### src/rtl/hilo_md_ctrl_if.sv
// HI/LO multiply/divide sequencer interface.
// master = ID stage side, slave = hilo_md_ctrl.
// Handshake: ID raises md_req with its operands. The request is taken on a
// rising edge only if md_ready is high at that edge and md_flush is low.
// A request made while md_busy is high is ignored. ID keeps itself held
// through md_stall and presents the request again. md_done pulses during the
// cycle whose closing edge commits HI/LO.
interface hilo_md_ctrl_if;
  logic        md_req;
  logic        md_mult;
  logic        md_div;
  logic        md_unsigned;
  logic [31:0] md_src1;
  logic [31:0] md_src2;
  logic        hilo_use;
  logic        mthi_we;
  logic        mtlo_we;
  logic [31:0] mt_wdata;
  logic        md_flush;
  logic        md_ready;
  logic        md_busy;
  logic        md_done;
  logic        md_stall;
  logic [31:0] hi;
  logic [31:0] lo;
  logic [1:0]  dbg_state;

  modport master (
    output md_req, md_mult, md_div, md_unsigned, md_src1, md_src2,
           hilo_use, mthi_we, mtlo_we, mt_wdata, md_flush,
    input  md_ready, md_busy, md_done, md_stall, hi, lo, dbg_state
  );

  modport slave (
    input  md_req, md_mult, md_div, md_unsigned, md_src1, md_src2,
           hilo_use, mthi_we, mtlo_we, mt_wdata, md_flush,
    output md_ready, md_busy, md_done, md_stall, hi, lo, dbg_state
  );
endinterface

### src/rtl/hilo_md_ctrl.sv
// Multi-cycle multiply/divide sequencer. This block owns the HI/LO registers.
// Build option MD_FAST_MUL_EN: when defined, multiply uses a one-cycle 33x33
// signed multiplier. When undefined, multiply is a 32-step shift-add followed
// by a sign fixup. Divide is a restoring radix-2 divide in both builds.
module hilo_md_ctrl (
  input logic           clk,
  input logic           resetn,
  hilo_md_ctrl_if.slave md
);
  localparam logic [1:0] ST_IDLE    = 2'd0;
  localparam logic [1:0] ST_RUN_MUL = 2'd1;
  localparam logic [1:0] ST_RUN_DIV = 2'd2;
  localparam logic [1:0] ST_SIGN    = 2'd3;

  logic [1:0]  state;
  logic [4:0]  cnt;
  logic [63:0] acc;     // div: {remainder, dividend/quotient}; mul: {partial, multiplier}
  logic [31:0] opb;     // divisor, or multiplicand
  logic        is_div;
  logic        neg_q;   // negate quotient (div) or the 64-bit product (mul)
  logic        neg_r;   // negate the remainder
  logic [31:0] hi_q;
  logic [31:0] lo_q;

  logic        sgn;
  logic        accept;
  logic        div_zero;
  logic [31:0] abs_a;
  logic [31:0] abs_b;
  logic [32:0] div_diff;
  logic [63:0] div_next;
  logic [31:0] sign_hi;
  logic [31:0] sign_lo;
`ifdef MD_FAST_MUL_EN
  logic        uns_q;
  logic [63:0] fast_prod;
`else
  logic [32:0] mul_sum;
  logic [63:0] mul_next;
`endif

  assign sgn      = !md.md_unsigned;
  assign accept   = (state == ST_IDLE) && md.md_req && !md.md_flush &&
                    (md.md_mult || md.md_div);
  assign div_zero = (md.md_src2 == 32'd0);
  assign abs_a    = (sgn && md.md_src1[31]) ? -md.md_src1 : md.md_src1;
  assign abs_b    = (sgn && md.md_src2[31]) ? -md.md_src2 : md.md_src2;

  // One restoring divide step. The partial remainder stays below the divisor,
  // so bit 32 of the difference is the borrow, and that borrow is the
  // inverse of the quotient bit.
  assign div_diff = acc[63:31] - {1'b0, opb};
  assign div_next = div_diff[32] ? {acc[62:0], 1'b0}
                                 : {div_diff[31:0], acc[30:0], 1'b1};

`ifdef MD_FAST_MUL_EN
  // 33x33 signed product. Operands are sign-extended to 64 bits, and only
  // the low 64 bits of the product are kept.
  assign fast_prod = $signed({{32{!uns_q && acc[31]}}, acc[31:0]}) *
                     $signed({{32{!uns_q && opb[31]}}, opb});
`else
  // One shift-add step: add the multiplicand when the current multiplier bit
  // is set, then shift the 65-bit partial result right by one.
  assign mul_sum  = {1'b0, acc[63:32]} + (acc[0] ? {1'b0, opb} : 33'd0);
  assign mul_next = {mul_sum, acc[31:1]};
`endif

  // Sign fixup for the SIGN state. A zero divisor left both flags clear, so
  // the raw quotient and the raw dividend pass through unchanged.
  always_comb begin
    sign_hi = acc[63:32];
    sign_lo = acc[31:0];
    if (is_div) begin
      if (neg_q) sign_lo = -acc[31:0];
      if (neg_r) sign_hi = -acc[63:32];
    end else if (neg_q) begin
      {sign_hi, sign_lo} = -acc;
    end
  end

  // Sequencer state, operand capture, MTHI/MTLO writes and HI/LO commit.
  always_ff @(posedge clk or negedge resetn) begin
    if (!resetn) begin
      state  <= ST_IDLE;
      cnt    <= 5'd0;
      acc    <= 64'd0;
      opb    <= 32'd0;
      is_div <= 1'b0;
      neg_q  <= 1'b0;
      neg_r  <= 1'b0;
      hi_q   <= 32'd0;
      lo_q   <= 32'd0;
`ifdef MD_FAST_MUL_EN
      uns_q  <= 1'b0;
`endif
    end else if (md.md_flush) begin
      state <= ST_IDLE;
      cnt   <= 5'd0;
    end else begin
      case (state)
        ST_IDLE: begin
          if (md.mthi_we) hi_q <= md.mt_wdata;
          if (md.mtlo_we) lo_q <= md.mt_wdata;
          if (accept) begin
            cnt <= 5'd0;
            if (md.md_div) begin
              state  <= ST_RUN_DIV;
              is_div <= 1'b1;
              opb    <= abs_b;
              acc    <= {32'd0, (div_zero ? md.md_src1 : abs_a)};
              neg_q  <= sgn && !div_zero && (md.md_src1[31] ^ md.md_src2[31]);
              neg_r  <= sgn && !div_zero && md.md_src1[31];
            end else begin
              state  <= ST_RUN_MUL;
              is_div <= 1'b0;
              neg_r  <= 1'b0;
`ifdef MD_FAST_MUL_EN
              acc    <= {32'd0, md.md_src1};
              opb    <= md.md_src2;
              uns_q  <= md.md_unsigned;
              neg_q  <= 1'b0;
`else
              acc    <= {32'd0, abs_b};
              opb    <= abs_a;
              neg_q  <= sgn && (md.md_src1[31] ^ md.md_src2[31]);
`endif
            end
          end
        end
        ST_RUN_DIV: begin
          acc <= div_next;
          cnt <= cnt + 5'd1;
          if (cnt == 5'd31) state <= ST_SIGN;
        end
        ST_RUN_MUL: begin
`ifdef MD_FAST_MUL_EN
          hi_q  <= fast_prod[63:32];
          lo_q  <= fast_prod[31:0];
          state <= ST_IDLE;
`else
          acc <= mul_next;
          cnt <= cnt + 5'd1;
          if (cnt == 5'd31) state <= ST_SIGN;
`endif
        end
        default: begin
          hi_q  <= sign_hi;
          lo_q  <= sign_lo;
          state <= ST_IDLE;
        end
      endcase
    end
  end

  assign md.md_busy   = (state != ST_IDLE);
  assign md.md_ready  = (state == ST_IDLE);
  assign md.md_stall  = md.md_busy && (md.md_req || md.hilo_use);
`ifdef MD_FAST_MUL_EN
  assign md.md_done   = !md.md_flush && ((state == ST_SIGN) || (state == ST_RUN_MUL));
`else
  assign md.md_done   = !md.md_flush && (state == ST_SIGN);
`endif
  assign md.hi        = hi_q;
  assign md.lo        = lo_q;
  assign md.dbg_state = state;
endmodule

### src/flat_wrapper.sv
// flat-port wrapper written by rule: the top's interface ports become plain ports
module hilo_md_ctrl_flat 
  (clk, resetn, md_md_req, md_md_mult, md_md_div, md_md_unsigned, md_md_src1, md_md_src2, md_hilo_use, md_mthi_we, md_mtlo_we, md_mt_wdata, md_md_flush, md_md_ready, md_md_busy, md_md_done, md_md_stall, md_hi, md_lo, md_dbg_state);
  hilo_md_ctrl_if md_i ();
  input logic clk;
  input logic resetn;
  input wire logic [$bits(md_i.md_req)-1:0] md_md_req;
  input wire logic [$bits(md_i.md_mult)-1:0] md_md_mult;
  input wire logic [$bits(md_i.md_div)-1:0] md_md_div;
  input wire logic [$bits(md_i.md_unsigned)-1:0] md_md_unsigned;
  input wire logic [$bits(md_i.md_src1)-1:0] md_md_src1;
  input wire logic [$bits(md_i.md_src2)-1:0] md_md_src2;
  input wire logic [$bits(md_i.hilo_use)-1:0] md_hilo_use;
  input wire logic [$bits(md_i.mthi_we)-1:0] md_mthi_we;
  input wire logic [$bits(md_i.mtlo_we)-1:0] md_mtlo_we;
  input wire logic [$bits(md_i.mt_wdata)-1:0] md_mt_wdata;
  input wire logic [$bits(md_i.md_flush)-1:0] md_md_flush;
  output wire logic [$bits(md_i.md_ready)-1:0] md_md_ready;
  output wire logic [$bits(md_i.md_busy)-1:0] md_md_busy;
  output wire logic [$bits(md_i.md_done)-1:0] md_md_done;
  output wire logic [$bits(md_i.md_stall)-1:0] md_md_stall;
  output wire logic [$bits(md_i.hi)-1:0] md_hi;
  output wire logic [$bits(md_i.lo)-1:0] md_lo;
  output wire logic [$bits(md_i.dbg_state)-1:0] md_dbg_state;
  assign md_i.md_req = md_md_req;
  assign md_i.md_mult = md_md_mult;
  assign md_i.md_div = md_md_div;
  assign md_i.md_unsigned = md_md_unsigned;
  assign md_i.md_src1 = md_md_src1;
  assign md_i.md_src2 = md_md_src2;
  assign md_i.hilo_use = md_hilo_use;
  assign md_i.mthi_we = md_mthi_we;
  assign md_i.mtlo_we = md_mtlo_we;
  assign md_i.mt_wdata = md_mt_wdata;
  assign md_i.md_flush = md_md_flush;
  assign md_md_ready = md_i.md_ready;
  assign md_md_busy = md_i.md_busy;
  assign md_md_done = md_i.md_done;
  assign md_md_stall = md_i.md_stall;
  assign md_hi = md_i.hi;
  assign md_lo = md_i.lo;
  assign md_dbg_state = md_i.dbg_state;
  hilo_md_ctrl u_core (.clk(clk), .resetn(resetn), .md(md_i));
endmodule
### config.mk
export PLATFORM = sky130hd
export DESIGN_NAME = hilo_md_ctrl_flat
export DESIGN_NICKNAME = d
export VERILOG_FILES = /design/src/rtl/hilo_md_ctrl_if.sv /design/src/rtl/hilo_md_ctrl.sv /design/src/flat_wrapper.sv
export SDC_FILE = /design/constraint.sdc
export NUM_CORES = 1
export LEC_CHECK = 0
export BUFFER_PORTS_ARGS = -buffer_cell sky130_fd_sc_hd__buf_2
export CAP_MARGIN = 20
export CORE_MARGIN = 3
export CORE_UTILIZATION = 50
export CTS_CLUSTER_DIAMETER = 50
export DETAILED_ROUTE_END_ITERATION = 8
export GPL_ROUTABILITY_DRIVEN = 0
export PLACE_DENSITY = 0.73
export SLEW_MARGIN = 10
export SYNTH_ARGS = -nofsm -noshare
export SYNTH_HDL_FRONTEND = slang
export SYNTH_SLANG_ARGS = --single-unit
### constraint.sdc
create_clock -name clk -period 4.7 [get_ports clk]
set_input_delay 0.705 -clock clk [delete_from_list [all_inputs] [get_ports clk]]
set_output_delay 0.705 -clock clk [all_outputs]
set_load 0.01 [all_outputs]
# == Word-level counts from Yosys, hierarchy flattened ==
# Cells that the tools add are included.
# word_totals
ff_bits,170
out_inout_bits,70
word_cells,87
# op_classes
n_addsub,8
n_eq_ne,9
mux,30
n_bitwise,3
n_reduce_logical,28
# ops
cell,count
32-bit 2-to-1 mux,14
64-bit case mux with 3 select lines,1
64-bit 2-to-1 mux,2
32-bit negation,4
32-bit case mux with 2 select lines,2
64-bit negation,1
32-bit by 33-bit adder with 33-bit output,1
33-bit by 32-bit subtractor with 33-bit output,1
32-bit logical NOT,1
3-bit AND reduction,4
1-bit logical AND,11
5-bit 2-to-1 mux,2
5-bit case mux with 2 select lines,1
2-bit 2-to-1 mux,4
3-bit nonzero test,2
5-bit by 1-bit adder with 5-bit output (second input constant),1
5-bit == test (second input constant),1
2-bit == test (second input constant),2
2-bit inequality test (second input constant),2
2-bit case mux with 2 select lines,1
2-bit AND reduction,2
1-bit logical NOT,3
1-bit 2-to-1 mux,3
3-bit by 1-bit inequality test with 1-bit output (second input constant),1
9 further kinds,11

# == Logic depth before layout (Yosys ltp) ==
# logic_depth
word_depth,7
mapped_depth,14
mapped_depth_nobuf,12

# == Least setup slack after synthesis ==
# OpenSTA, ideal clock, no wires.
# synth_path
path_type,register to register
from,register u_core.acc[0]
to,register u_core.acc[61]
setup_ns,0.124
arrival_time_ns,3.139
slack_ns,1.437
stages_incl_launch_ff,14
n_path_buf,1
synth_period_minus_slack_ns,3.263
path_cell_list,dfrtp_1 > clkinv_1 > clkbuf_1 > nor2_1 > fa_1 > a211oi_1 > o21ai_0 > a21oi_1 > a31oi_1 > o2111ai_1 > a211oi_1 > o211a_1 > a211o_1 > a211o_1
# synth_between
elab_chain_cells,3
# synth_rtl
element,line,source
"start, declared",hilo_md_ctrl.sv:17,logic [63:0] acc;
"start signal, assigned",hilo_md_ctrl.sv:110,"acc <= {32'd0, (div_zero ? md.md_src1 : abs_a)};"
"start signal, assigned",hilo_md_ctrl.sv:123,"acc <= {32'd0, abs_b};"
"start signal, assigned",hilo_md_ctrl.sv:131,acc <= div_next;
32-bit 2-to-1 mux,hilo_md_ctrl.sv:64,"assign mul_sum = {1'b0, acc[63:32]} + (acc[0] ? {1'b0, opb} : 33'd0);"
32-bit by 33-bit adder with 33-bit output,hilo_md_ctrl.sv:64,
64-bit case mux with 3 select lines,hilo_md_ctrl.sv:100,case (state)
# No other way between the ends.
# A chain may end at the register's enable or synchronous reset.

# == Worst setup path in the final report ==
# Ends and elaborated chain as after synthesis.

==> impl_metrics.tcl <==
set metrics [dict create \
    status "complete, no violations" \
    antenna_found_initial 0 \
    insertedDiodeCount 0 \
    vias_per_cell 6.30 \
    ys_types 83 \
    syn_area_per_cell_um2 7.77 \
    power_density_nw_per_um2 602 \
    finalCritPeriodShare_pct 83.5 \
    hold_path.class "in2async" \
    cpLargestDelayFamily "compound AO/OA/AOI/OAI gates" \
    final-hold-violation-count 0 \
    seq_area_frac_synth_pct 27.8 \
    worst_setup_hold_path_clk_slew_ps 70 \
    rr_worst_depth 12 \
    synth_seq_cells 170 \
    netlist.area_leader.share_pct 27.8 \
    area_delta_synth_final_pct 11.4 \
    setup_tns_ps 0 \
    power_mw 10.3 \
    cts.repair.resized 0 \
    syn_inst 1972 \
    gr-total-overflow 0 \
    cts_setup_buffers 0 \
    yosys.area.top_type "dfrtp_1" \
    drv_cap 0 \
    vdd_drop_max_uv 341 \
    cts_tree "yes" \
    coreArea_um2 30000 \
    arrival_ps 4250 \
    ys.warnings.count 0 \
    relSlewSlack_pct 30.7 \
    yosys-top-cells-area "dfrtp_1 28%, o21ai_0 7.0%, ha_1 6.1%" \
    antenna_left 0 \
    synth_edf_count 0 \
    io_buffers 175 \
    initial_utilization_pct 51.2 \
    numCtsBuffers 17 \
    slowest_stage "clkinv_1" \
    nets 2259 \
    fmax_ghz 0.255 \
    fin_crit_ps 3920 \
    fp.dieW_um 181 \
    via_count 15600 \
    startpoint "u_core.acc[0]" \
    critPathBufInv 1 \
    worst_r2r_startpoint "u_core.acc[0]" \
    synthFlopType "dfrtp_1" \
    synth-async-reset-ratio_pct 100 \
    setup_viol 0 \
    die_area_um2 32800 \
    finalMaxSlewViolations 0 \
    slowest_delay_ps 470 \
    routedWlPerCell_um 21.0 \
    clk_latency_ps 440 \
    start_kind "flip-flop" \
    rows 63 \
    htreeDepth 4 \
    grt_pass1_vias 14200 \
    crit_end "u_core.acc[61]" \
    r2r-end "u_core.acc[61]" \
    grtUsageTotal_pct 30.6 \
    path_cells "clkinv_1 > nor2_1 > ha_1 > a21o_1 > a21o_1 > a21o_1 > a211o_1 > o2111ai_1 > a211oi_1 > o211a_1 > a211o_1 > a211o_1" \
    clockBufferDepth 2 \
    wirelength_um 52200 \
    skew_ps 12.4 \
    rsz0062_at_grt "no" \
    io-pin-count 176 \
    syn_area_um2 15300 \
    path_class "reg2reg" \
    crit_path_end_kind "flip-flop" \
    hpwl_um 40600 \
    worstPathRequired_ps 5030 \
    clock_sinks 170 \
    tightest_slew_ps 1040 \
    grt_max_degree 99 \
    cp_num_cells 12 \
    crit_fanout 21 \
    cts-root-buf "clkbuf_16" \
    dr.pass1.iters 6 \
    grt_pass1_wl_um 80300 \
    rrSetupSlack_ps 780 \
    die-height_um 181 \
    drt_iter0_drc 1920 \
    synthesis.nets 2155 \
    cts_hold_buf 0 \
    p_leak_nw 7.77 \
    drive_gt1_share_pct 14.2 \
    drc 0 \
]
## stage by stage
stage,worst slack [ps],util (%),hold slack (ps),cell area (µm²),std cells
finish,778,57.0,374,17100,2479
global route,585,57.0,437,17100,2479
CTS,893,56.9,405,17000,2478
detailed placement,925,55.0,466,16500,2446
global placement,1000,55.0,458,16500,2446
floorplan,1440,-,409,15300,1972
## power by group
part	leakage [nW]	total, mW	switching, mW	internal, mW
Clock	0.257	1.39	0.694	0.700
Combinational	5.35	6.18	3.88	2.30
Sequential	2.17	2.71	0.665	2.04
Total	7.77	10.3	5.24	5.04
## layout by cell type (no fill, tap or decap), types with 17 or more instances in the layout
master,n
a21o_1,32
a21oi_1,162
a22oi_1,41
buf_2,174
buf_4,28
clkbuf_16,17
dfrtp_1,170
ha_1,74
inv_1,64
mux2_2,18
mux2i_1,49
nand2_1,232
nand2b_1,28
nand3_1,21
nor2_1,188
nor3_1,24
o211ai_1,17
o21ai_0,213
o21ai_1,25
o221ai_1,18
o31ai_1,29
or3_1,26
xnor2_1,101
xor2_1,93
## logic make-up after synthesis
family | after synthesis | share of synthesized area [%]
flops | 170 | 27.8
mux | 67 | 4.52
compound gates | 649 | 25.9
xor+xnor | 194 | 11.1
fa+ha+maj | 77 | 6.39
buf+inv | 186 | 4.76
simple gates | 629 | 19.6
## cell usage after synthesis, types with 28 or more instances
master and count:
a21o_1 32, a21oi_1 162, a22oi_1 41, clkbuf_1 105, dfrtp_1 170, ha_1 75, inv_1 64, mux2i_1 49
nand2_1 232, nand2b_1 28, nor2_1 188, o21ai_0 213, o21ai_1 28, o31ai_1 29, xnor2_1 101, xor2_1 93
## worst min path at each step
stage / from / cells after the start / end / slack, ps
final: resetn / 1 / u_core.md.lo[16] / 370
after global routing: resetn / 1 / u_core.md.lo[16] / 440
after CTS: resetn / 1 / u_core.md.lo[16] / 410
after detailed placement: u_core.md.lo[16] / 1 / u_core.md.lo[16] / 470
after global placement: u_core.md.lo[26] / 2 / u_core.md.lo[26] / 460
after floorplan: resetn / 0 / u_core.acc[0] / 410
## final cells by class
cell class              instances  area (µm²)
clock buffers                  18         429
clock inverters                14         138
repair buffers                205        1140
inverters                      66         248
well taps                     390         488
fillers                      2770       12900
flip-flops and latches        170        4250
multi-input cells            1616       10400
## state kept, by name, indices dropped and copies added, names as in the netlist
register             count
u_core.opb              32
u_core.neg_q             1
u_core.cnt               5
u_core.neg_r             1
u_core.md.hi            32
u_core.md.lo            32
u_core.is_div            1
u_core.md.dbg_state      2
u_core.acc              64
## routing by layer
| layer | track usage, % | vias up | share of wire (%) |
|---|---|---|---|
| met5 | 0 | - | 0 |
| met4 | 11.5 | 0 | 4.2 |
| met3 | 4.79 | 125 | 11 |
| met2 | 45.4 | 902 | 42 |
| met1 | 44.9 | 7320 | 43 |
| li1 | - | 7262 | - |
Note: power is estimated with default switching activity, not from simulation.
